File: src/rtl/rcpu_seq_ctrl.sv
// Multi-cycle sequencer for the R-type datapath: fetches via req/ack, decodes op/func,
// and steps the register file and ALU through EXEC and WB before advancing the PC.
module rcpu_seq_ctrl #(
    parameter int unsigned PC_W  = 32,
    parameter int unsigned CNT_W = 16
) (
    input  logic             clk,
    input  logic             rst,
    input  logic             run,
    input  logic             imem_ack,
    input  logic [31:0]      imem_data,
    output logic             imem_req,
    output logic [PC_W-1:0]  pc,
    output logic [4:0]       rs_addr,
    output logic [4:0]       rt_addr,
    output logic [4:0]       rd_addr,
    output logic [2:0]       alu_op,
    output logic             alu_latch,
    output logic             rf_we,
    output logic             bad_instr,
    output logic             busy,
    output logic [CNT_W-1:0] instr_cnt
);

    typedef enum logic [2:0] {
        StIdle,
        StFetch,
        StDecode,
        StExec,
        StWb
    } state_e;

    state_e           state_q, state_d;
    logic [PC_W-1:0]  pc_q, pc_d;
    logic [31:0]      ir_q, ir_d;
    logic [2:0]       alu_op_q, alu_op_d;
    logic             valid_q, valid_d;
    logic [CNT_W-1:0] cnt_q, cnt_d;

    logic             dec_legal;
    logic [2:0]       dec_op;

    // The shift-amount field is not used by any supported operation.
    logic unused_shamt;
    assign unused_shamt = ^ir_q[10:6];

    always_comb begin
        dec_legal = 1'b0;
        dec_op    = 3'b000;
        if (ir_q[31:26] == 6'b000000) begin
            case (ir_q[5:0])
                6'b100000: begin dec_legal = 1'b1; dec_op = 3'b100; end
                6'b100010: begin dec_legal = 1'b1; dec_op = 3'b101; end
                6'b100100: begin dec_legal = 1'b1; dec_op = 3'b000; end
                6'b100101: begin dec_legal = 1'b1; dec_op = 3'b001; end
                6'b100110: begin dec_legal = 1'b1; dec_op = 3'b010; end
                6'b100111: begin dec_legal = 1'b1; dec_op = 3'b011; end
                6'b101011: begin dec_legal = 1'b1; dec_op = 3'b110; end
                6'b000100: begin dec_legal = 1'b1; dec_op = 3'b111; end
                default:   begin dec_legal = 1'b0; dec_op = 3'b000; end
            endcase
        end
    end

    always_comb begin
        state_d  = state_q;
        pc_d     = pc_q;
        ir_d     = ir_q;
        alu_op_d = alu_op_q;
        valid_d  = valid_q;
        cnt_d    = cnt_q;
        unique case (state_q)
            StIdle: begin
                if (run) state_d = StFetch;
            end
            StFetch: begin
                if (imem_ack) begin
                    ir_d    = imem_data;
                    state_d = StDecode;
                end
            end
            StDecode: begin
                valid_d = dec_legal;
                if (dec_legal) begin
                    alu_op_d = dec_op;
                    state_d  = StExec;
                end else begin
                    state_d = StWb;
                end
            end
            StExec: begin
                state_d = StWb;
            end
            StWb: begin
                pc_d = pc_q + PC_W'(4);
                if (valid_q) cnt_d = cnt_q + CNT_W'(1);
                state_d = run ? StFetch : StIdle;
            end
            default: state_d = StIdle;
        endcase
    end

    always_ff @(posedge clk or posedge rst) begin
        if (rst) begin
            state_q  <= StIdle;
            pc_q     <= '0;
            ir_q     <= '0;
            alu_op_q <= 3'b000;
            valid_q  <= 1'b0;
            cnt_q    <= '0;
        end else begin
            state_q  <= state_d;
            pc_q     <= pc_d;
            ir_q     <= ir_d;
            alu_op_q <= alu_op_d;
            valid_q  <= valid_d;
            cnt_q    <= cnt_d;
        end
    end

    assign imem_req  = (state_q == StFetch);
    assign alu_latch = (state_q == StExec);
    // Writes to r0 are dropped, but the instruction still retires and is counted.
    assign rf_we     = (state_q == StWb) && valid_q && (ir_q[15:11] != 5'd0);
    assign bad_instr = (state_q == StWb) && !valid_q;
    assign busy      = (state_q != StIdle);
    assign pc        = pc_q;
    assign rs_addr   = ir_q[25:21];
    assign rt_addr   = ir_q[20:16];
    assign rd_addr   = ir_q[15:11];
    assign alu_op    = alu_op_q;
    assign instr_cnt = cnt_q;

endmodule

File: config.mk
export PLATFORM = sky130hd
export DESIGN_NAME = rcpu_seq_ctrl
export DESIGN_NICKNAME = d
export VERILOG_FILES = /design/src/rtl/rcpu_seq_ctrl.sv
export SDC_FILE = /design/constraint.sdc
export NUM_CORES = 1
export LEC_CHECK = 0
export ABC_AREA = 1
export BUFFER_PORTS_ARGS = -buffer_cell sky130_fd_sc_hd__buf_2
export CAP_MARGIN = 20
export CORE_AREA = 2 2 110 112
export DETAILED_ROUTE_END_ITERATION = 10
export DIE_AREA = 0 0 112 114
export SLEW_MARGIN = 20
export SYNTH_ARGS = -nofsm -noshare
export SYNTH_HDL_FRONTEND = slang
export SYNTH_SLANG_ARGS = --single-unit
File: constraint.sdc
create_clock -name clk -period 2.25 [get_ports clk]
set_input_delay 0.1125 -clock clk [delete_from_list [all_inputs] [get_ports clk]]
set_output_delay 0.1125 -clock clk [all_outputs]
set_load 0.1 [all_outputs]
**Word level (Yosys, flattened, before mapping)**

Cells that the tools add are included.
Widths: inputs -> output; s select.

- Add/sub/neg operators: 2
- Equal/unequal tests: 14
- Mux-type cells: 9
- Reduce and logical (&&, ||, !) cells: 13

Operator list:

| kind | count |
|---|---|
| $eq 6x6->1 const B | 7 |
| $add 32x3->32 const B | 1 |
| $pmux 3 s7 | 1 |
| $add 16x1->16 const B | 1 |
| $pmux 3 s5 | 1 |
| $mux 3 | 4 |
| $reduce_and 2->1 | 4 |
| $reduce_or 8->1 | 1 |
| $eq 3x2->1 const B | 2 |
| $eq 6x3->1 const B | 1 |
| $logic_not 6->1 | 1 |
| $reduce_bool 5->1 | 1 |
| $ne 2x2->1 const B | 2 |
| $eq 3x1->1 const B | 1 |
| $eq 3x3->1 const B | 1 |
| $logic_and 1x1->1 | 3 |
| $logic_not 3->1 | 1 |
| $mux 1 | 3 |
| $reduce_bool 3->1 | 1 |
| $logic_not 1->1 | 1 |

- Flip-flop bits (word level): 87
- Input port bits: 36
- Output and inout bits: 71
- Word-level logic and storage cells: 44

**Depth between registers and ports, before layout**

Gate-level depths: netlist of the first run.

- Depth after elaboration: 6
- Mapped depth: 10
- Gate-level depth less buffers: 10

**Worst setup path before layout of the first run**

OpenSTA, ideal clock, no wires.

- Kind: register to output
- From: register state_q[0]
- To: output port rf_we
- Data arrival time: 2.366 ns
- Data required time: 2.138 ns
- Path slack: -0.229 ns
- Cell stages (with the launch flop): 6
- Buffers on the path: 0
- Path through: dfrtp_1 -> nor2_4 -> nand2_4 -> nor2_8 -> inv_1 -> a21oi_1

- Cells in the longest elaborated chain, start to end: 3

RTL lines:

| what | line | source |
|---|---|---|
| from (decl) | 33 | `state_e state_q, state_d;` |
| from (signal assigned) | 105 | `state_q <= StIdle;` |
| from (signal assigned) | 112 | `state_q <= state_d;` |
| $eq 3x3->1 | 124 | `assign rf_we = (state_q == StWb) && valid_q && (ir_q[15:11] != 5'd0);` |
| $logic_and 1x1->1 (2 in a row) | 124 |  |
| to (decl) | 19 | `output logic rf_we,` |

Every way passes these cells.

**Worst setup path after layout of the first run**

Same ends and word-level chain as after synthesis.

==> results of run 1 <==
[layer usage]
| layer | vias to the layer above | GRT usage | part of all wire |
|---|---|---|---|
| met5 | - | 0 | 0 |
| met4 | 0 | 0.0585 | 0.014 |
| met3 | 9 | 0.0276 | 0.042 |
| met2 | 74 | 0.220 | 0.45 |
| met1 | 1491 | 0.194 | 0.49 |
| li1 | 1652 | - | - |
[path summary, 6_finish.rpt]
check	to	slack [ps]	cells past startpoint
setup / recovery	rf_we	140	6
hold reg to reg	pc[31]	470	1
setup reg to reg	pc[26]	590	7
hold / removal	ir_q[24]	9	2
max in group asynchronous	ir_q[4]	1250	4
min in group asynchronous	pc[6]	350	3
[power groups by stage]
| stage | registers [mW] | clock network, mW | logic (mW) |
|---|---|---|---|
| after global routing | 2.03 | 1.74 | 2.84 |
| after floorplan | 2.24 | 0 | 2.30 |
| after detailed placement | 2.01 | 0 | 2.72 |
| after CTS | 1.99 | 1.68 | 2.72 |
| final | 1.98 | 1.63 | 2.70 |
| after global placement | 1.99 | 0 | 2.70 |
[worst reg2reg max path, cell delays in order (launching register included)]
cell,delay (ps)
dfrtp_1,420
ha_1,200
nand3_1,100
nor2_1,190
nand3_2,120
nor2_2,220
nand3_1,130
xor2_1,160
[cells by family (layout without fill, tap and decap cells)]
| group | count (synthesis) | count (layout) | synth area share |
|---|---|---|---|
| AND/OR/NAND/NOR | 235 | 235 | 0.261 |
| buffers and inverters | 72 | 170 | 0.0840 |
| other | 1 | 2 | 0.000899 |
| multiplexers | 20 | 20 | 0.0684 |
| XOR/XNOR | 35 | 35 | 0.0735 |
| flip-flops | 80 | 80 | 0.480 |
| AO/OA/AOI/OAI | 22 | 22 | 0.0264 |
| adder cells (fa/ha/maj) | 2 | 2 | 0.00600 |
[registers in the layout (all words and copies together) (netlist names)]
register	count
ir_q	27
valid_q	1
instr_cnt	16
alu_op	3
pc	30
state_q	3
[metrics by stage]
step / cell area, µm² / power, mW / setup WS (ps) / hold WS [ps]
2_1_floorplan: 4180 / 4.54 / 59.0 / 261
3_3_place_gp: 4720 / 4.69 / 492 / 170
3_5_place_dp: 4720 / 4.73 / 478 / 177
4_1_cts: 5090 / 6.39 / 111 / 0.269
5_1_grt: 5090 / 6.62 / 30.0 / 2.82
6_report: 5090 / 6.31 / 143 / 9.19
[final cells by class]
cell class,instances,area (µm²),share of cell area
multi-input cells,316,1820,0.358
clock inverters,4,75.1,0.0147
inverters,51,194,0.0381
flip-flops and latches,80,2000,0.393
clock buffers,12,267,0.0523
repair buffers,103,546,0.107
well taps,147,184,0.0361
[cells in the mapped netlist]
library cell | n | area share
nor2_8 | 1 | 0.0048
nand3b_1 | 1 | 0.0018
nand3_1 | 28 | 0.034
o21ai_0 | 9 | 0.011
clkinv_2 | 1 | 0.0012
nor3b_1 | 1 | 0.0018
or2_1 | 1 | 0.0015
mux2_4 | 16 | 0.058
buf_4 | 17 | 0.031
conb_1 | 1 | 0.00090
nor2_1 | 57 | 0.051
o21ai_1 | 1 | 0.0012
ha_1 | 2 | 0.0060
mux2_2 | 4 | 0.011
inv_1 | 49 | 0.044
buf_6 | 2 | 0.0054
nor3_4 | 2 | 0.0078
nor2_2 | 4 | 0.0060
nand2_1 | 107 | 0.096
nand4_4 | 1 | 0.0051
a21oi_1 | 12 | 0.014
nand2_2 | 4 | 0.0060
xnor2_1 | 14 | 0.029
nand2_4 | 2 | 0.0054
xor2_1 | 21 | 0.044
inv_2 | 1 | 0.00090
nand3_2 | 2 | 0.0048
dfrtp_1 | 80 | 0.48
nor2_4 | 2 | 0.0054
clkbuf_1 | 2 | 0.0018
nand4_1 | 7 | 0.011
and2_1 | 1 | 0.0015
nor3_1 | 14 | 0.017
==> out/qor.yml, run 1 <==
cells_and_area:
  number_of_fill_cells: 1202
  most_used_cells_in_the_layout_excluding_fill_and_tap_cells: "nand2_1, buf_2, dfrtp_1"
  area.growth.synth_to_final_pct: 22.1
  drive_gt1_frac: 0.279
  final_nets: 599
  post-route-util: 0.435
  antennaDiodeCount: 0
  most_common_library_cell_in_the_layout_ignoring_fill_and_taps: "nand2_1"
  post_layout_nonfiller_instances: 713
critical_path:
  critical_path_peak_fanout: 16
  crit_family: "buffers and inverters"
  worstPathCellList: "nor2_4 > nand2_4 > nor2_8 > inv_1 > a21oi_2 > buf_2"
  cp_data_arrival_time_ps: 1990
  slowest_cp_cell: "dfrtp_1"
  slowest_delay_ps: 440
  launch_instance_of_the_worst_register_to_register_path: "pc[3]"
  crit_path_start_kind: "flip-flop"
  crit_path_start: "state_q[0]"
  number_of_buffers_and_inverters_on_the_critical_path: 2
  timing_worst_setup_path_type: "reg2out"
  timing.critical_path.required_ps: 2140
  worst_setup_path_end_kind: "primary output"
global_route:
  grt_max_degree: 52
  first_global_vias: 3112
  grt_first_pass_wirelength_um: 14700
  grt_antenna_before_repair: 0
  residual_overflow_from_global_routing: 0
  gr-usage-all-layers: 0.141
route:
  avgViaCountPerCell: 4.52
  drt.antenna.violating_nets: 0
  detail_route.wirelength_um: 8500
  drt_drc_violations_left: 0
  detailroute.via_count: 3226
  first_iter_violations: 136
  wire_per_inst_um: 11.9
  drt_pass1_iterations: 4
sta:
  setup_violations: 0
  min_period_over_period: 0.936
  grt_setup_unrepaired: "no"
  slew_headroom: 0.645
  timing.final.crit_period_ps: 2110
  maxClockFrequency_ghz: 0.475
  max_slew.worst_pin.slew_ps: 532
  clock_skew_ps: 7.25
  maxSlewViolCount: 0
  finalHoldViolCount: 0
  tns_ps: 0
clock_tree:
  cts_max_path_buffers: 2
  cts.repair.resized: 0
  clk_root_buffer_cell: "clkbuf_16"
  clk_pin_slew_ps: 60
  cts.sink_count: 80
  cts_setup_buffers: 0
  h_tree_lvl_count: 3
  number_of_cts_inserted_buffers: 9
  postCtsHoldBufs: 3
  clock_insertion_delay_worst_skew_ps: 330
  tritoncts: "yes"
hold_path:
  worst_hold_startpoint: "imem_data[24]"
  timing.hold.worst.class: "in2reg"
floorplan:
  floorplan.io_pins: 107
  die-height_um: 114
  floorplan.core_area_mm2: 0.0117
  fp.dieW_um: 112
  floorplan.rows: 40
  die_area_mm2: 0.0128
  start_util: 0.356
power_and_ir_drop:
  power_switching_share: 0.459
  leakage_component_of_the_power_nw: 2.70
  p_int_mw: 3.42
  worst_ir_drop_on_vdd_mv: 0.879
  netSwitchingPower_mw: 2.90
  seq_power_share: 0.314
  clk_network_pwr_share: 0.258
  power.density_mw_per_mm2: 1240
  comb_power_share: 0.428
synthesis:
  ys_warn_count: 0
  netlist-cell-type-count: 33
  seq_area_frac_synth: 0.480
  avgSynthCellArea_um2: 8.93
  syn-cell-area_mm2: 0.00417
  synth.ff_latch_count: 80
  syn_inst: 467
placement:
  portBuffers: 99
  gp_routability_congestion: 0.839
  place_hpwl_um: 6450
  dp.cells: 694
status:
  outcome: "complete, no violations"
run:
  cap_violations: 0
(Power assumes the default switching activity.)
==> run 2, diff against run 1 <==
Settings changed: REMOVE_ABC_BUFFERS set to 1.
==> run 2 against run 1 <==
Net effect:
- non-clock buffer count increased by 12
- setup slack improved by 6.1 ps
- die area unchanged
- sequential power about the same
==> out/qor.yml, run 2 (same netlist as run 1, synthesis figures left out) <==
floorplan:
  floorplan.io_pins: 107
  floorplan.core_area_mm2: 0.0117
  die_area_mm2: 0.0128
  fp.dieW_um: 112
  floorplan.rows: 40
  start_util: 0.356
  die-height_um: 114
global_route:
  residual_overflow_from_global_routing: 0
  gr-usage-all-layers: 0.143
  grt_max_degree: 47
  grt_first_pass_wirelength_um: 14700
  grt_antenna_before_repair: 0
  first_global_vias: 3149
clock_tree:
  cts_max_path_buffers: 2
  clock_insertion_delay_worst_skew_ps: 340
  number_of_cts_inserted_buffers: 9
  tritoncts: "yes"
  clk_root_buffer_cell: "clkbuf_16"
  cts.sink_count: 80
  clk_pin_slew_ps: 60
  h_tree_lvl_count: 3
  cts.repair.resized: 0
sta:
  maxClockFrequency_ghz: 0.476
  clock_skew_ps: 8.40
  setup_violations: 0
  final_critical_path_setup_slack_ps: 149
  min_period_over_period: 0.934
  timing.final.crit_period_ps: 2100
  slew_headroom: 0.584
  maxSlewViolCount: 0
  finalHoldViolCount: 0
  grt_setup_unrepaired: "no"
  tns_ps: 0
  max_slew.worst_pin.slew_ps: 623
  worst_hold_slack_ps: 10.0
route:
  first_iter_violations: 99
  detailroute.via_count: 3280
  avgViaCountPerCell: 4.54
  drt_drc_violations_left: 0
  drt_pass1_iterations: 4
  wire_per_inst_um: 12.4
  drt.antenna.violating_nets: 0
  detail_route.wirelength_um: 8950
hold_path:
  holdPathEnd: "ir_q[15]"
  worst_hold_startpoint: "imem_data[15]"
  hold-path-cell-count: 2
  timing.hold.worst.class: "in2reg"
critical_path:
  rrSetupSlack_ps: 630
  worstPathCellList: "nor2_4 > nand2_4 > nor2_8 > inv_1 > a21oi_1 > buf_2"
  cp_data_arrival_time_ps: 1990
  crit_path_start_kind: "flip-flop"
  critical_path_peak_fanout: 16
  launch_instance_of_the_worst_register_to_register_path: "pc[3]"
  crit-reg2reg-capture: "pc[26]"
  crit_path_start: "state_q[0]"
  timing.critical_path.required_ps: 2140
  slowest_delay_ps: 440
  worst_setup_path_end_kind: "primary output"
  slowest_cp_cell: "dfrtp_1"
  timing_worst_setup_path_type: "reg2out"
  reg2reg_depth: 7
cells_and_area:
  largest_register_ffs: 30
  antennaDiodeCount: 0
  number_of_fill_cells: 1170
  area.growth.synth_to_final_pct: 23.0
  most_used_cells_in_the_layout_excluding_fill_and_tap_cells: "nand2_1, buf_2, dfrtp_1"
  final_nets: 611
  most_common_library_cell_in_the_layout_ignoring_fill_and_taps: "nand2_1"
  post_layout_nonfiller_instances: 723
  drive_gt1_frac: 0.267
power_and_ir_drop:
  fin_total_pwr_mw: 6.04
  power.density_mw_per_mm2: 1180
  leakage_component_of_the_power_nw: 2.71
  worst_ir_drop_on_vdd_mv: 1.38
placement:
  place_hpwl_um: 6540
  detailedPlace.worstSlack_ps: 475
  dp.cells: 694
  gp_routability_congestion: 0.830
  portBuffers: 99
run:
  cap_violations: 0
status:
  outcome: "complete, no violations"
## run 2: power by group
part           switching [mW]  internal, mW
clock                   0.563         0.763
sequential              0.251          1.74
combinational            2.10         0.624
total                    2.91          3.13
## run 2: final cells by class
cell class	count	area, µm²	area share
Tap cell	147	184	0.0359
Clock buffer	11	243	0.0473
Multi-Input combinational cell	316	1820	0.355
Sequential cell	80	2000	0.390
Timing Repair Buffer	115	666	0.130
Clock inverter	3	20.0	0.00390
Inverter	51	194	0.0378
## run 2: metal layers
layer,wire length [µm],track usage
met5,0,0
met4,163,0.0634
met3,527,0.0399
met2,4170,0.232
met1,4090,0.180
## run 2: worst max-delay path by stage
| stage | end | cells after the start |
|---|---|---|
| finish | rf_we | 6 |
| global route | rf_we | 6 |
| CTS | rf_we | 6 |
| detailed placement | rf_we | 6 |
| global placement | rf_we | 6 |
| floorplan | rf_we | 2 |
## run 2: through the flow
stage               area [µm²]  utilization
floorplan                 4020            -
global placement          4720        0.403
detailed placement        4720        0.403
CTS                       5130        0.438
global route              5130        0.438
finish                    5130        0.438
## run 2: repair_timing
action,4_1_cts,5_1_grt
setup buffers,0,0
setup endpoints to repair,0,0
endpoints found under the hold margin,48,0
hold buffers,15,0
## run 2: critical path: cells and delay by family, from the launching register on
| family | cells | cell delay, ps |
|---|---|---|
| buf+inv | 2 | 560 |
| flops | 1 | 440 |
| compound gates | 1 | 120 |
| simple gates | 3 | 530 |
==> run 3, diff against run 2 <==
Settings changed: PLACE_DENSITY_LB_ADDON set to 0.2.
==> run 3 against run 2 <==
Net effect:
- first-iteration DRC count increased by 12%
- count of clock-buffer cells in the layout grew 3
- via count up 0.37%
- die area stayed put
- power rose by 2.2%
- combinational power about the same
- sequential share of layout area decreased by 0.63 points
- sequential cell count unchanged
- clock power increased by 9%
- clock skew down 3.3 ps
- wire length rose by 0.73%
- register-to-register slack got worse by 50 ps
==> out/qor.yml, run 3 (same netlist as run 1, synthesis figures left out) <==
route:
  drt_pass1_iterations: 4
  detailroute.via_count: 3292
  drt.antenna.violating_nets: 0
  avgViaCountPerCell: 4.52
  drt_drc_violations_left: 0
  first_iter_violations: 111
  detail_route.wirelength_um: 9020
  wire_per_inst_um: 12.4
cells_and_area:
  post-route-util: 0.445
  most_used_cells_in_the_layout_excluding_fill_and_tap_cells: "nand2_1, buf_2, dfrtp_1"
  largest_register_ffs: 30
  number_of_fill_cells: 1192
  drive_gt1_frac: 0.270
  most_common_library_cell_in_the_layout_ignoring_fill_and_taps: "nand2_1"
  final_nets: 615
  area.growth.synth_to_final_pct: 25.0
  antennaDiodeCount: 0
global_route:
  first_global_vias: 3243
  grt_max_degree: 47
  grt_first_pass_wirelength_um: 15300
  gr-usage-all-layers: 0.150
  grt_antenna_before_repair: 0
  residual_overflow_from_global_routing: 0
placement:
  portBuffers: 99
  detailedPlace.worstSlack_ps: 467
  gp_routability_congestion: 0.823
  place_hpwl_um: 6710
critical_path:
  cp_data_arrival_time_ps: 1920
  crit_path_start_kind: "flip-flop"
  worst_setup_path_end_kind: "primary output"
  timing.critical_path.required_ps: 2140
  timing_worst_setup_path_type: "reg2out"
  critical_path_peak_fanout: 16
floorplan:
  die_area_mm2: 0.0128
  die-height_um: 114
  fp.dieW_um: 112
  floorplan.rows: 40
  start_util: 0.356
  floorplan.core_area_mm2: 0.0117
  floorplan.io_pins: 107
hold_path:
  timing.hold.worst.class: "in2reg"
sta:
  timing.final.crit_period_ps: 2030
  final_critical_path_setup_slack_ps: 222
  setup_violations: 0
  maxClockFrequency_ghz: 0.493
  max_slew.worst_pin.slew_ps: 612
  slew_headroom: 0.592
  grt_setup_unrepaired: "no"
  worst_hold_slack_ps: 18.0
  maxSlewViolCount: 0
  finalHoldViolCount: 0
  clock_skew_ps: 5.13
  tns_ps: 0
  min_period_over_period: 0.901
power_and_ir_drop:
  fin_total_pwr_mw: 6.18
  power.density_mw_per_mm2: 1180
  worst_ir_drop_on_vdd_mv: 1.27
  leakage_component_of_the_power_nw: 2.76
clock_tree:
  cts_max_path_buffers: 2
  clk_pin_slew_ps: 60
  clock_insertion_delay_worst_skew_ps: 340
  cts.sink_count: 80
  clk_root_buffer_cell: "clkbuf_16"
  h_tree_lvl_count: 3
  tritoncts: "yes"
  number_of_cts_inserted_buffers: 9
  cts_setup_buffers: 0
run:
  cap_violations: 0
status:
  outcome: "complete, no violations"
-- run 3: changes by cell type in the layout (fill, tap and decap cells not counted), sizes merged --
cell / before / now
clkinvlp: 2 / 0
buf: 100 / 99
dlygate4sd3: 15 / 19
clkinv: 3 / 4
clkbuf: 11 / 15
-- run 3: worst paths after layout --
| path | start | endpoint | slack (ps) | depth (start not counted) |
|---|---|---|---|---|
| hold / removal | imem_data[26] | ir_q[26] | 20 | 2 |
| max in group asynchronous | rst | pc[16] | 1210 | 4 |
| setup reg to reg | state_q[1] | instr_cnt[9] | 580 | 8 |
| hold reg to reg | pc[31] | pc[31] | 480 | 1 |
| setup / recovery | state_q[1] | rf_we | 220 | 6 |
| min in group asynchronous | rst | ir_q[11] | 380 | 3 |
-- run 3: stage by stage --
stage	instances	area, µm²
floorplan	447	4020
global placement	694	4720
detailed placement	694	4720
CTS	729	5210
global route	729	5210
finish	729	5210
-- run 3: final cells by class --
type                    instances  area, µm²  share of cell area
repair buffers                119        708               0.136
well taps                     147        184              0.0353
clock buffers                  14        294              0.0564
multi-input cells             316       1820               0.349
flip-flops and latches         80       2000               0.384
clock inverters                 2       10.0             0.00192
inverters                      51        194              0.0372
-- run 3: report_power, final --
part           internal (mW)  switching [mW]  total, mW
logic                  0.628            2.10       2.73
registers               1.74           0.251       2.00
clock network          0.894           0.557       1.45
total                   3.27            2.91       6.18
-- run 3: routing by layer --
metal	wire, µm	global-route usage
met5	0	0
met2	4280	0.244
met4	118	0.0512
met3	496	0.0468
met1	4130	0.189
-- run 3: critical path, stage by stage (launching register included) --
cell	delay, ps
dfrtp_1	450
nor2_4	150
nand2_4	130
nor2_8	230
inv_1	130
a21oi_1	140
clkbuf_4	340
-- run 3: repair_timing --
item	4_1_cts	5_1_grt
gates resized for setup	0	1
hold buffers	19	0
hold endpoints to repair	52	0
endpoints found under the setup margin	0	1
